**config.mk**
```make
export PLATFORM = sky130hd
export DESIGN_NAME = regfile_wr_arb
export DESIGN_NICKNAME = d
export VERILOG_FILES = /design/src/rtl/regfile_wr_arb.sv
export SDC_FILE = /design/constraint.sdc
export NUM_CORES = 1
export LEC_CHECK = 0
export BUFFER_PORTS_ARGS = -buffer_cell sky130_fd_sc_hd__buf_2
export CORE_ASPECT_RATIO = 1.75
export CORE_MARGIN = 5
export CORE_UTILIZATION = 35
export DETAILED_ROUTE_END_ITERATION = 8
export GPL_TIMING_DRIVEN = 0
export PLACE_DENSITY = 0.71
export SYNTH_ARGS = -nofsm -noshare
export SYNTH_HDL_FRONTEND = slang
export SYNTH_SLANG_ARGS = --single-unit
```
**constraint.sdc**
```tcl
create_clock -name clk -period 1.6 [get_ports clk]
set_input_delay 0.16 -clock clk [delete_from_list [all_inputs] [get_ports clk]]
set_output_delay 0.16 -clock clk [all_outputs]
set_load 0.02 [all_outputs]
```
**src/rtl/regfile_wr_arb.sv**
```systemverilog
// Round-robin arbiter between the pipeline and a multi-cycle unit for a single
// register-file write port, plus a pending-write scoreboard for decode hazards.
module regfile_wr_arb #(
  parameter int DW = 32,
  parameter int AW = 5
) (
  input  logic          clk,
  input  logic          rstn,
  input  logic          p_valid_i,
  input  logic [AW-1:0] p_addr_i,
  input  logic [DW-1:0] p_data_i,
  output logic          p_ready_o,
  input  logic          m_valid_i,
  input  logic [AW-1:0] m_addr_i,
  input  logic [DW-1:0] m_data_i,
  output logic          m_ready_o,
  input  logic          mc_issue_i,
  input  logic [AW-1:0] mc_rd_i,
  input  logic [AW-1:0] rs1_addr_i,
  input  logic [AW-1:0] rs2_addr_i,
  output logic          rs1_busy_o,
  output logic          rs2_busy_o,
  output logic          wen_o,
  output logic [AW-1:0] wr_addr_o,
  output logic [DW-1:0] wr_data_o
);
  localparam int NREG = 1 << AW;

  typedef enum logic {GNT_P = 1'b0, GNT_M = 1'b1} grant_e;

  typedef struct packed {
    logic          wen;
    logic [AW-1:0] addr;
    logic [DW-1:0] data;
  } wr_t;

  grant_e          last_grant;
  logic [NREG-1:0] pending, pending_nxt;
  logic            p_xfer, m_xfer;
  wr_t             wr_q, wr_nxt;

  // Whoever did not win last time gets priority when both are requesting.
  assign p_ready_o = !rstn && (!m_valid_i || last_grant == GNT_M);
  assign m_ready_o = !rstn && (!p_valid_i || last_grant == GNT_P);
  assign p_xfer    = p_valid_i && p_ready_o;
  assign m_xfer    = m_valid_i && m_ready_o;

  always_comb begin
    wr_nxt = '{wen: 1'b0, addr: wr_q.addr, data: wr_q.data};
    if (p_xfer)
      wr_nxt = '{wen: (p_addr_i != '0), addr: p_addr_i, data: p_data_i};
    else if (m_xfer)
      wr_nxt = '{wen: (m_addr_i != '0), addr: m_addr_i, data: m_data_i};
  end

  // Set is applied after clear so a same-cycle reissue keeps the bit.
  always_comb begin
    pending_nxt = pending;
    if (m_xfer)
      pending_nxt[m_addr_i] = 1'b0;
    if (mc_issue_i && mc_rd_i != '0)
      pending_nxt[mc_rd_i] = 1'b1;
  end

  always_ff @(posedge clk) begin
    if (rstn) begin
      last_grant <= GNT_M;
      pending    <= '0;
      wr_q       <= '0;
    end else begin
      pending <= pending_nxt;
      wr_q    <= wr_nxt;
      if (p_xfer)
        last_grant <= GNT_P;
      else if (m_xfer)
        last_grant <= GNT_M;
    end
  end

  assign rs1_busy_o = !rstn && (rs1_addr_i != '0) && pending[rs1_addr_i];
  assign rs2_busy_o = !rstn && (rs2_addr_i != '0) && pending[rs2_addr_i];

  assign wen_o     = wr_q.wen;
  assign wr_addr_o = wr_q.addr;
  assign wr_data_o = wr_q.data;

endmodule

```
==> out/metrics.yaml <==
cts.sinks: 71
cp_data_required_time_ps: 1440
synth_top_area_share_pct: 37.59
synth.largest_area_cell: "dfxtp_1"
gp_congestion: 0.8950
crit_type: "flip-flop to output port"
core-area_sq_um: 10640
die_w_um: 88.57
viasPerCell: 5.543
cts-htree-levels: 3
drt-met1-wl_um: 4605
rr_worst_depth: 4
numCtsBuffers: 9
tightest_slew_ps: 1075
yosys_warnings: 0
initial_utilization_pct: 35.55
layout_min_cycle_time_ps: 1893
clock_latency_ps: 330
regToRegSetupSlack_ps: 90
grt_max_degree: 13
hold_path_class: "input port to flip-flop"
nNetsFinal: 676
num-fill-cells: 1092
syn_to_final_growth_pct: 29.02
holdBufCountCts: 0
drt_first_pass_iters: 5
cts_tree: "done"
wl_um: 12620
cpPeakStageDelay_ps: 470
detail-route-antenna-nets: 0
synthFlopType: "dfxtp_1"
cts-root-buf: "clkbuf_16"
synth.most_common_cell: "nand2_1"
r2r-end: "wr_data_o[7]$_SDFFE_PP0P_"
tns_ps: -545.4
final_hold_viol_count: 0
dp_hpwl_um: 10010
crit_end: "rs2_busy_o"
met2_length_um: 6963
num_rows: 50
cp.depth: 5
cp.arrival_ps: 1730
post-route-worst-setup-slack_ps: -292.9
clkSlewWorstSetupHoldPaths_ps: 60
cp-start-kind: "flip-flop"
crit_start: "pending[21]$_SDFF_PP0_"
dieArea_sq_um: 13060
ys_types: 38
crit_chain: "mux4_2 -> mux2i_1 -> nand3b_1 -> and4_1 -> buf_6"
cp_top_family: "multiplexers"
grt_pass1_wl_um: 20020
cpMaxStageDelayCell: "mux4_2"
clock_skew_ps: 8.577
async_reset_ff_share_pct: 0
synth_seq_cells: 71
synth_area_per_cell_sq_um: 8.497
grt_pass1_vias: 4026
wl_per_cell_um: 17.60
drv_cap: 0
netlist_area_sq_um: 3781
relSlewSlack_pct: 28.18
max_freq_ghz: 0.5283
path_max_fanout: 3
pwr_density_cell_nw_per_um2: 982.8
multiInputGateArea_sq_um: 2074
netlist_top_cells_count: "nand2_1, dfxtp_1, nor2_1, nand3_1, a311oi_1"
die_h_um: 147.5
insertedDiodeCount: 0
period_share_pct: 118.3
ios: 136
worst_ir_drop_vdd_mv: 0.6308
setup-violations-final: 2
num_vias: 3974
antenna_found_initial: 0
grt.total_usage_pct: 19.29
grt.overflow.total: 0
pre_cts_slack_ps: -59.73
remaining_drc_errors: 0
slew_violations: 0
top_layer_used: "met4"
layout-drive-gt1-share_pct: 31.86
ys_seq_area_share_pct: 37.59
cts_max_path_buffers: 2
dr.first_iter.drc_count: 277
synth_nets: 539
status: "finished with violations"
netlist_top_cells_area: "dfxtp_1, mux4_1, a311oi_1"
synth_edf_count: 0
crit_buf_inv: 1
fin_area_sq_um: 4878
wl_met3_um: 786
leakagePower_nw: 2.008
dpl_cell_area_sq_um: 4574
end_kind: "output port"
reg2reg_from: "last_grant$_SDFFE_PP1P_"
seq_area_sq_um: 1434
grt_setup_unrepaired: "true"
postSynthCellCount: 445
port-buffer-count: 126
violations: "negative setup slack"
registers in the layout (all words and copies together), names as in the netlist:
| name | flops |
|---|---|
| wr_data_o | 32 |
| pending | 32 |
| last_grant | 1 |
| wr_addr_o | 5 |
| wen_o | 1 |
power breakdown:
| part | switching, mW | internal, mW | leakage (nW) |
|---|---|---|---|
| Combinational | 0.485 | 0.308 | 1.27 |
| Sequential | 0.0516 | 1.86 | 0.586 |
| Clock | 0.752 | 1.34 | 0.155 |
| Total | 1.29 | 3.51 | 2.01 |
repair_timing:
action / CTS / global route
setup buffers: 0 / 0
gates resized for setup: 19 / 11
endpoints found under the setup margin: 2 / 11
pin swaps: 4 / 1
hold endpoints to repair: 0 / 0
placed cells by master (no fill, tap or decap), types with 2 or more instances in the layout:
cell       count
dfxtp_2       10
and2b_1        2
nor3_1         3
nand2b_1       4
buf_4          5
o21ai_0       31
a21oi_1       34
nand2_1       72
dfxtp_1       61
nand3b_1       2
clkbuf_4       2
buf_2        132
mux4_2        12
clkbuf_1      19
a311oi_1      36
mux2i_1        8
and4_1         2
buf_1          2
nand4_1        5
clkbuf_8       4
nand3_1       41
and3_1         2
nand4b_1       5
nor2b_1        3
buf_6          6
mux4_1         4
and3b_1        3
clkbuf_16      9
a22oi_1        2
nor2_1        44
nor3b_1        4
inv_1          3
layout make-up:
cell class | count | area share [%]
plain buffers | 42 | 4.822
inverters | 3 | 0.2308
clock inverters | 4 | 1.052
repair buffers | 126 | 13.18
well taps | 130 | 3.334
multi-input cells | 329 | 42.52
flip-flops and latches | 71 | 29.39
clock buffers | 12 | 5.463
layer usage:
layer / vias to the layer above / track usage, %
met5: - / 0
met4: 0 / 7.640
met3: 16 / 3.569
met2: 141 / 35.61
met1: 1905 / 20.94
li1: 1912 / -
metrics by stage:
step | total power, mW | utilization, % | hold slack (ps) | instances
after floorplan | 2.399 | - | 260.4 | 445
after global placement | 2.712 | 43.01 | 403.2 | 701
after detailed placement | 2.730 | 43.01 | 420.8 | 701
after CTS | 4.817 | 45.92 | 68.26 | 717
after global routing | 4.977 | 45.87 | 115.4 | 717
final | 4.794 | 45.87 | 78.39 | 717
worst reg2reg max path, cell delays in order (launching register included):
cell and delay (ps):
dfxtp_1 330, o211ai_1 220, buf_4 220, clkbuf_1 400
a311oi_1 180
how the worst min path moves through the flow:
stage | from | endpoint | slack, ps | cells past startpoint
floorplan | p_valid_i | last_grant$_SDFFE_PP1P_ | 260 | 1
global placement | p_valid_i | last_grant$_SDFFE_PP1P_ | 400 | 2
detailed placement | p_valid_i | last_grant$_SDFFE_PP1P_ | 420 | 2
CTS | p_valid_i | last_grant$_SDFFE_PP1P_ | 70 | 2
global route | p_valid_i | last_grant$_SDFFE_PP1P_ | 120 | 2
finish | p_valid_i | last_grant$_SDFFE_PP1P_ | 80 | 2
kinds of logic after synthesis:
group                  count (synthesis)  share of synthesized area, %
AOI/OAI and AO/OA                    109                         18.56
buffers and inverters                 45                         6.353
DFF                                   71                         37.59
muxes                                 24                         13.24
and+or+nand+nor                      196                         24.26
(Power assumes the default switching activity.)
